File: config.mk
export PLATFORM = sky130hd
export DESIGN_NAME = seg7_scan_decoder_flat
export DESIGN_NICKNAME = d
export VERILOG_FILES = /design/src/rtl/seg7_scan_decoder_if.sv /design/src/rtl/seg7_scan_decoder.sv /design/src/flat_wrapper.sv
export SDC_FILE = /design/constraint.sdc
export NUM_CORES = 1
export LEC_CHECK = 0
export CORE_ASPECT_RATIO = 1.4
export CORE_UTILIZATION = 30
export CTS_BUF_LIST = sky130_fd_sc_hd__clkbuf_4
export DETAILED_ROUTE_END_ITERATION = 7
export PLACE_DENSITY = 0.46
export SLEW_MARGIN = 30
export SYNTH_ARGS = -nofsm -noshare
export SYNTH_HDL_FRONTEND = slang
export SYNTH_SLANG_ARGS = --single-unit
File: constraint.sdc
create_clock -name clk -period 2.6 [get_ports clk]
set_input_delay 0.65 -clock clk [delete_from_list [all_inputs] [get_ports clk]]
set_output_delay 0.65 -clock clk [all_outputs]
set_load 0.02 [all_outputs]
File: src/rtl/seg7_scan_decoder_if.sv
// Display readback bus: sampled anode/cathode lines in, recovered digit state out.
interface seg7_scan_decoder_if #(
  parameter int NDIGITS = 4
);
  logic [NDIGITS-1:0]   anode;
  logic [7:0]           catode;
  logic [4*NDIGITS-1:0] value;
  logic [NDIGITS-1:0]   digit_valid;
  logic [NDIGITS-1:0]   dp;
  logic                 err;
  logic                 frame_valid;

  modport master (
    output anode, catode,
    input  value, digit_valid, dp, err, frame_valid
  );

  modport slave (
    input  anode, catode,
    output value, digit_valid, dp, err, frame_valid
  );
endinterface

File: src/rtl/seg7_scan_decoder.sv
// Recovers hex digits from a multiplexed active-low 7-segment bus by accepting
// each digit once its anode/cathode sample has been stable long enough.
module seg7_scan_decoder #(
  parameter int NDIGITS       = 4,
  parameter int STABLE_CYCLES = 4
) (
  input  logic          clk,
  input  logic          reset,
  seg7_scan_decoder_if.slave bus
);
  localparam int IDXW = (NDIGITS > 1) ? $clog2(NDIGITS) : 1;
  localparam logic [7:0] STABLE = 8'(STABLE_CYCLES);
  localparam logic [NDIGITS-1:0] ALL_ONES = '1;

  logic [NDIGITS-1:0] anode_reg, anode_prev_reg;
  logic [7:0]         catode_reg, catode_prev_reg;
  logic [7:0]         cnt_reg, cnt_next;
  logic               accepted_reg, accepted_next;
  logic               err_reg, frame_reg;

  logic [NDIGITS-1:0] lows;
  logic               single_low;
  logic [IDXW-1:0]    idx;
  logic               changed;
  logic               accept;
  logic [4:0]         decoded;
  logic               legal;
  logic [3:0]         nibble;
  logic               frame_due;

  wire [4*NDIGITS-1:0] value_w;
  wire [NDIGITS-1:0]   valid_w;
  wire [NDIGITS-1:0]   dp_w;
  wire [NDIGITS-1:0]   seen_w;

  // Returns {legal, nibble} for a segment pattern ordered A..G.
  function automatic logic [4:0] decode(input logic [6:0] seg);
    case (seg)
      7'b0000001: decode = {1'b1, 4'h0};
      7'b1001111: decode = {1'b1, 4'h1};
      7'b0010010: decode = {1'b1, 4'h2};
      7'b0000110: decode = {1'b1, 4'h3};
      7'b1001100: decode = {1'b1, 4'h4};
      7'b0100100: decode = {1'b1, 4'h5};
      7'b0100000: decode = {1'b1, 4'h6};
      7'b0001111: decode = {1'b1, 4'h7};
      7'b0000000: decode = {1'b1, 4'h8};
      7'b0000100: decode = {1'b1, 4'h9};
      7'b0001000: decode = {1'b1, 4'hA};
      7'b1100000: decode = {1'b1, 4'hB};
      7'b0110001: decode = {1'b1, 4'hC};
      7'b1000010: decode = {1'b1, 4'hD};
      7'b0110000: decode = {1'b1, 4'hE};
      7'b0111000: decode = {1'b1, 4'hF};
      default:    decode = 5'b0_0000;
    endcase
  endfunction

  always_comb begin
    lows       = ~anode_reg;
    single_low = (lows != '0) && ((lows & (lows - NDIGITS'(1))) == '0);
    idx        = '0;
    for (int i = 0; i < NDIGITS; i++) begin
      if (lows[i]) idx = IDXW'(i);
    end
    changed = (anode_reg != anode_prev_reg) || (catode_reg != catode_prev_reg);

    if (!single_low)          cnt_next = 8'd0;
    else if (changed)         cnt_next = 8'd1;
    else if (cnt_reg < STABLE) cnt_next = cnt_reg + 8'd1;
    else                      cnt_next = cnt_reg;

    // A fresh sample re-arms the accept even if the previous dwell already fired.
    accept        = single_low && (cnt_next == STABLE) && (changed || !accepted_reg);
    accepted_next = accept || (accepted_reg && single_low && !changed);

    decoded   = decode(catode_reg[7:1]);
    legal     = decoded[4];
    nibble    = decoded[3:0];
    frame_due = (seen_w == ALL_ONES);
  end

  always_ff @(posedge clk) begin
    if (reset) begin
      anode_reg       <= '1;
      anode_prev_reg  <= '1;
      catode_reg      <= '0;
      catode_prev_reg <= '0;
      cnt_reg         <= 8'd0;
      accepted_reg    <= 1'b0;
      err_reg         <= 1'b0;
      frame_reg       <= 1'b0;
    end else begin
      anode_reg       <= bus.anode;
      anode_prev_reg  <= anode_reg;
      catode_reg      <= bus.catode;
      catode_prev_reg <= catode_reg;
      cnt_reg         <= cnt_next;
      accepted_reg    <= accepted_next;
      err_reg         <= accept && !legal;
      frame_reg       <= frame_due;
    end
  end

  generate
    for (genvar gi = 0; gi < NDIGITS; gi++) begin : g_digit
      logic [3:0] nib_reg;
      logic       valid_reg, dp_reg, seen_reg;
      logic       hit;

      assign hit = accept && (idx == IDXW'(gi));

      always_ff @(posedge clk) begin
        if (reset) begin
          nib_reg   <= 4'h0;
          valid_reg <= 1'b0;
          dp_reg    <= 1'b0;
          seen_reg  <= 1'b0;
        end else begin
          if (hit) begin
            valid_reg <= legal;
            if (legal) begin
              nib_reg <= nibble;
              dp_reg  <= ~catode_reg[0];
            end
          end
          // The frame pulse clears the mask but keeps an accept landing on that edge.
          seen_reg <= (hit && legal) || (seen_reg && !frame_due);
        end
      end

      assign value_w[4*gi +: 4] = nib_reg;
      assign valid_w[gi]        = valid_reg;
      assign dp_w[gi]           = dp_reg;
      assign seen_w[gi]         = seen_reg;
    end
  endgenerate

  assign bus.value       = value_w;
  assign bus.digit_valid = valid_w;
  assign bus.dp          = dp_w;
  assign bus.err         = err_reg;
  assign bus.frame_valid = frame_reg;
endmodule
File: src/flat_wrapper.sv
// flat-port wrapper written by rule: the top's interface ports become plain ports
module seg7_scan_decoder_flat 
#(
  parameter int NDIGITS       = 4,
  parameter int STABLE_CYCLES = 4
)
  (clk, reset, bus_anode, bus_catode, bus_value, bus_digit_valid, bus_dp, bus_err, bus_frame_valid);
  seg7_scan_decoder_if #(.NDIGITS(NDIGITS)) bus_i ();
  input  logic clk;
  input  logic reset;
  input wire logic [$bits(bus_i.anode)-1:0] bus_anode;
  input wire logic [$bits(bus_i.catode)-1:0] bus_catode;
  output wire logic [$bits(bus_i.value)-1:0] bus_value;
  output wire logic [$bits(bus_i.digit_valid)-1:0] bus_digit_valid;
  output wire logic [$bits(bus_i.dp)-1:0] bus_dp;
  output wire logic [$bits(bus_i.err)-1:0] bus_err;
  output wire logic [$bits(bus_i.frame_valid)-1:0] bus_frame_valid;
  assign bus_i.anode = bus_anode;
  assign bus_i.catode = bus_catode;
  assign bus_value = bus_i.value;
  assign bus_digit_valid = bus_i.digit_valid;
  assign bus_dp = bus_i.dp;
  assign bus_err = bus_i.err;
  assign bus_frame_valid = bus_i.frame_valid;
  seg7_scan_decoder #(.NDIGITS(NDIGITS), .STABLE_CYCLES(STABLE_CYCLES)) u_core (.clk(clk), .reset(reset), .bus(bus_i));
endmodule
==> run_results.csv <==
group,metric,value,unit
die,start_util,0.313,
timing,setup_viol,0,
setup_path,worst-path-buf-inv,0,
finish,largest_reg_flops,16,
run_status,status,"completed",
flow_run,drv_cap,0,
placement,post-place-ws,0.180,ns
setup_path,required,2.88,ns
setup_path,crit_family,"compound AO/OA/AOI/OAI gates",
global_routing,grt_util_all_layers,0.132,
min_path,hp-start,"u_core.g_digit[1].seen_reg$_SDFF_PP0_",
clock_network,clockRootBuffer,"clkbuf_4",
clock_network,htreeDepth,3,
min_path,hold_path.class,"flop to flop",
clock_network,cts_resized,0,
clock_network,post_cts_buffers,0,
clock_network,ctsHoldBuffers,0,
die,placementRows,40,
logic_synthesis,synth.ff_latch_count,63,
clock_network,cts.path.max_buffers,2,
placement,port_buffers,39,
finish,drive_gt1_frac,0.134,
logic_synthesis,syn_area_per_cell,9.55,um2
timing,finalSetupTns,0,ns
pwr,p_leak,1.19,nW
global_routing,antenna_found_initial,1,
die,dieArea,9470,um2
global_routing,grt_pass1_vias,1822,
timing,slew_viol_final,0,
timing,post-route-min-period,2.40,ns
setup_path,critPathArrivalTime,2.68,ns
setup_path,r2r_cells,7,
setup_path,reg2reg_from,"u_core.cnt_reg[0]$_SDFF_PP0_",
setup_path,cp-end-kind,"flop",
placement,globalplace.congestion,0.823,
detailed_routing,wl_met3,193,um
detailed_routing,wl_met1,2.64,mm
timing,setup_ws,0.199,ns
detailed_routing,wl_met2,2.59,mm
timing,max_slew.worst_pin.slew,0.618,ns
die,pin_count,40,
setup_path,worst-setup-path-type,"flop to flop",
timing,max_slew_margin,0.586,
logic_synthesis,synthTopCellsByArea,"dfxtp_1 46%, nor2b_1 4.8%, xnor2_1 4.2%",
setup_path,cp_max_fo,10,
finish,post-route-util,0.373,
setup_path,start_kind,"flop",
global_routing,grt_max_degree,32,
detailed_routing,vias,2022,
logic_synthesis,synth.most_common_cell,"dfxtp_1",
die,core-area,8710,um2
placement,post-place-cells,410,
detailed_routing,route.detailed.drc,0,
timing,hold_viol_final,0,
finish,syn2layout_area_growth,19.4,%
setup_path,r2r_end,"u_core.g_digit[3].nib_reg[2]$_SDFFE_PP0P_",
timing,grt_setup_unrepaired,"yes",
clock_network,tritoncts,"built",
detailed_routing,first_pass_iters,4,
pwr,power,1.71,mW
logic_synthesis,yosys-top-cells-count,"63 x dfxtp_1, 21 x nor2b_1, 21 x o21ai_0",
logic_synthesis,ys_seq_area_frac,0.463,
detailed_routing,drt_iter0_markers,65,
setup_path,r2r_slack,0.20,ns
logic_synthesis,synth.cell_area,2720,um2
clock_network,clk_pin_slew,0.10,ns
setup_path,cpPeakStageDelay,0.44,ns
detailed_routing,wl,5.63,mm
timing,min_period_over_period,0.923,
logic_synthesis,async_flop_share,0,
die,die_h,115,um
detailed_routing,drt-wirelength-per-cell,13.2,um
setup_path,crit_chain,"ha_1 > nor4bb_1 > o211ai_1 > a211oi_2 > o2111ai_2 > nand3b_1 > o21ai_0",
logic_synthesis,synth_ff_type,"dfxtp_1",
min_path,whs_path_depth,2,
finish,fin_cells,427,
finish,final_nets,331,
timing,fmax,417,MHz
detailed_routing,routed.top_layer,"met4",
detailed_routing,antenna_left,0,
logic_synthesis,netlist_instances,285,
logic_synthesis,synth_edf_count,0,
setup_path,crit_slowest_cell,"o2111ai_2",
timing,final.setup_skew,0.0119,ns
clock_network,clk_latency,0.42,ns
logic_synthesis,synth_cell_types,48,
pwr,peakVddDrop,0.220,mV
pwr,power_density,525,nW/um2
logic_synthesis,yosys_warnings,0,
logic_synthesis,syn_nets,300,
logic_synthesis,yosysTopAreaCellShare,0.463,
global_routing,gr-total-overflow,0,
die,chipWidth,82.5,um
detailed_routing,via_per_inst,4.74,
global_routing,grt_pass1_wl,9.06,mm
placement,dp_hpwl,3.97,mm
logic_synthesis,synth_top_area_cell,"dfxtp_1",
min_path,hold_end,"u_core.g_digit[1].seen_reg$_SDFF_PP0_",
clock_network,numClockSinks,63,
clock_network,numCtsBuffers,9,
[report_power, final]
| part | internal (mW) | switching, mW |
|---|---|---|
| sequential | 0.983 | 0.0304 |
| clock | 0.208 | 0.339 |
| combinational | 0.0747 | 0.0710 |
[layout by cell type, fill, tap and decap left out, drive strengths merged, types with 5 or more instances in the layout]
master and count:
clkbuf 11, xnor2 14, mux2i 5, nor4 6, nor3 6, nand2 7
nand3 5, nor2b 21, nor2 14, nor3b 7, or2 11, dfxtp 63
inv 5, and2 7, buf 9, o21ai 22, a21oi 10, nand3b 13
clkdlybuf4s50 38
[layer usage]
metal | track usage | up-vias
li1 | - | 1047
met1 | 0.160 | 914
met2 | 0.203 | 49
met3 | 0.0223 | 12
met4 | 0.107 | 0
met5 | 0 | -
[worst max-delay path by stage]
stage / startpoint / to / slack, ns / cells past startpoint
5_1_grt: u_core.cnt_reg[0]$_SDFF_PP0_ / u_core.g_digit[3].nib_reg[2]$_SDFFE_PP0P_ / -0.006 / 7
4_1_cts: u_core.cnt_reg[0]$_SDFF_PP0_ / u_core.g_digit[3].nib_reg[2]$_SDFFE_PP0P_ / 0.17 / 7
2_1_floorplan: u_core.cnt_reg[0]$_SDFF_PP0_ / u_core.g_digit[3].dp_reg$_SDFFE_PP0P_ / 0.56 / 7
6_report: u_core.cnt_reg[0]$_SDFF_PP0_ / u_core.g_digit[3].nib_reg[2]$_SDFFE_PP0P_ / 0.20 / 7
3_3_place_gp: u_core.cnt_reg[0]$_SDFF_PP0_ / u_core.g_digit[3].dp_reg$_SDFFE_PP0P_ / 0.20 / 7
3_5_place_dp: u_core.cnt_reg[0]$_SDFF_PP0_ / u_core.g_digit[3].nib_reg[2]$_SDFFE_PP0P_ / 0.18 / 7
[cells by family (layout without fill, tap and decap cells)]
logic type | count (synthesis) | after routing | share of synthesized area
other cells | 0 | 1 | 0
fa+ha+maj | 1 | 1 | 0.00459
xor+xnor | 17 | 17 | 0.0574
compound gates | 56 | 56 | 0.139
flops | 63 | 63 | 0.463
buf+inv | 32 | 68 | 0.0653
simple gates | 111 | 111 | 0.252
mux | 5 | 5 | 0.0184
[final cells by class]
cell class,instances,area (um2)
Fill cell,900,5460
Multi-Input combinational cell,190,1280
Sequential cell,63,1260
Timing Repair Buffer,47,445
Tap cell,105,131
Clock buffer,11,82.6
Clock inverter,5,25.0
Inverter,5,18.8
Antenna cell,1,2.50
[worst reg2reg max path: stages (launching register included)]
cell and delay, ns:
dfxtp_1 0.35, ha_1 0.32, nor4bb_1 0.27, o211ai_1 0.20, a211oi_2 0.39, o2111ai_2 0.44, nand3b_1 0.20, o21ai_0 0.10
[stage by stage]
| stage | hold slack [ns] | area (um2) |
|---|---|---|
| 2_1_floorplan | 0.430 | 2720 |
| 3_3_place_gp | 0.446 | 3140 |
| 3_5_place_dp | 0.448 | 3140 |
| 4_1_cts | 0.469 | 3250 |
| 5_1_grt | 0.487 | 3250 |
| 6_report | 0.463 | 3250 |
Power figures use the tool's default switching activity.
==> patch, RTL diff (same settings) <==
`NDIGITS` is set to 4 in 3 places; all go to 8.
--- a/src/rtl/seg7_scan_decoder_if.sv
+++ b/src/rtl/seg7_scan_decoder_if.sv
@@ -1,6 +1,6 @@
 // Display readback bus: sampled anode/cathode lines in, recovered digit state out.
 interface seg7_scan_decoder_if #(
-  parameter int NDIGITS = 4
+  parameter int NDIGITS = 8
 );
   logic [NDIGITS-1:0]   anode;
   logic [7:0]           catode;
--- a/src/rtl/seg7_scan_decoder.sv
+++ b/src/rtl/seg7_scan_decoder.sv
@@ -1,7 +1,7 @@
 // Recovers hex digits from a multiplexed active-low 7-segment bus by accepting
 // each digit once its anode/cathode sample has been stable long enough.
 module seg7_scan_decoder #(
-  parameter int NDIGITS       = 4,
+  parameter int NDIGITS       = 8,
   parameter int STABLE_CYCLES = 4
 ) (
   input  logic          clk,
--- a/src/flat_wrapper.sv
+++ b/src/flat_wrapper.sv
@@ -1,7 +1,7 @@
 // flat-port wrapper written by rule: the top's interface ports become plain ports
 module seg7_scan_decoder_flat 
 #(
-  parameter int NDIGITS       = 4,
+  parameter int NDIGITS       = 8,
   parameter int STABLE_CYCLES = 4
 )
   (clk, reset, bus_anode, bus_catode, bus_value, bus_digit_valid, bus_dp, bus_err, bus_frame_valid);
Ports: changed (resized bus_anode, bus_digit_valid, bus_dp and bus_value); port bits go from 40 to 68. The function was not compared with the original's and may differ.
==> patch against the original RTL <==
- sequential power up 56%
- setup slack worse by 0.058 ns
- synthesized area up 62%
- wire length up 96%
- power up 61%
- synthesized cell count up 61%
- sequential cell count up 36
- final cell count up 64%
- design area up 65%
- die area up 61%
- critical path type unchanged
- critical endpoint is now u_core.g_digit[6].nib_reg[0]
==> patch: results (changes against the original RTL) <==
layout:
  drive_gt1_share_pct: 14.3  # +0.89 points
  fill_cells: 1512  # +68%
  utilization_pct: 37.0  # -0.28 points
yosys:
  yosysSeqAreaShare_pct: 44.9  # -1.4 points
  avgSynthCellArea_um2: 9.62  # +0.67%
  yosys-top-cells-area: "dfxtp_1, mux2i_1, nand2b_1, xor2_1, nor2b_1"
  synth_cell_types: 59  # +23%
critical_path:
  max_stage_delay_ns: 0.48  # +0.04 ns
  cp-endpoint: "u_core.g_digit[6].nib_reg[0]"
  cpLargestDelayFamily: "simple AND/OR/NAND/NOR gates"
  crit_slowest_cell: "or4_1"
clocking:
  insertion_delay_ns: 0.47  # +0.05 ns
route:
  via_count: 3321  # +64%
  dr_wl_met3_um: 336  # +74%
  wl_met1_um: 4590  # +74%
  drt-wirelength-per-cell_um: 15.8  # +19%
power_and_ir_drop:
  clockPowerShare_pct: 33.5  # +1.4 points
  p_sw_share_pct: 25.5  # -0.30 points
grt:
  grt_max_degree: 103  # +220%
  grt.total_usage_pct: 15.3  # +2.0 points
  grt_pass1_wl_um: 18000  # +98%
placed_design:
  place_inst: 684  # +67%
timing:
  slew_headroom_pct: 67.5  # +8.8 points
  hold_ws_ns: 0.467  # +0.00401 ns
worst_hold_path:
  hold_start: "u_core.g_digit[5].seen_reg"
  hold_end: "u_core.g_digit[5].seen_reg"
run_status:
  status: "finished, final reports clean"
[patch: cell types whose count changed after synthesis, moves of 12 or more]
| cell | unedited run | this run |
|---|---|---|
| xor2_1 | 3 | 18 |
| dfxtp_1 | 63 | 99 |
| buf_4 | 8 | 20 |
| o21ai_0 | 21 | 8 |
| mux2i_1 | 5 | 30 |
| a21oi_1 | 10 | 24 |
| nand2b_1 | 2 | 32 |
| nand2_1 | 7 | 22 |
[patch: metal layers]
| metal | vias to the layer above | global-route usage (%) |
|---|---|---|
| li1 | 1655 | - |
| met1 | 1592 | 17.4 |
| met2 | 60 | 27.6 |
| met3 | 14 | 3.05 |
| met4 | 0 | 6.21 |
| met5 | - | 0 |
[patch: area by class of cell]
type / instances / share of cell area [%]
sequential: 99 / 37.1
tap: 189 / 4.42
antenna: 1 / 0.0468
clock inverter: 7 / 1.68
timing repair buffer: 87 / 15.9
inverter: 4 / 0.281
clock buffer: 9 / 1.26
multi-input combinational: 305 / 39.3
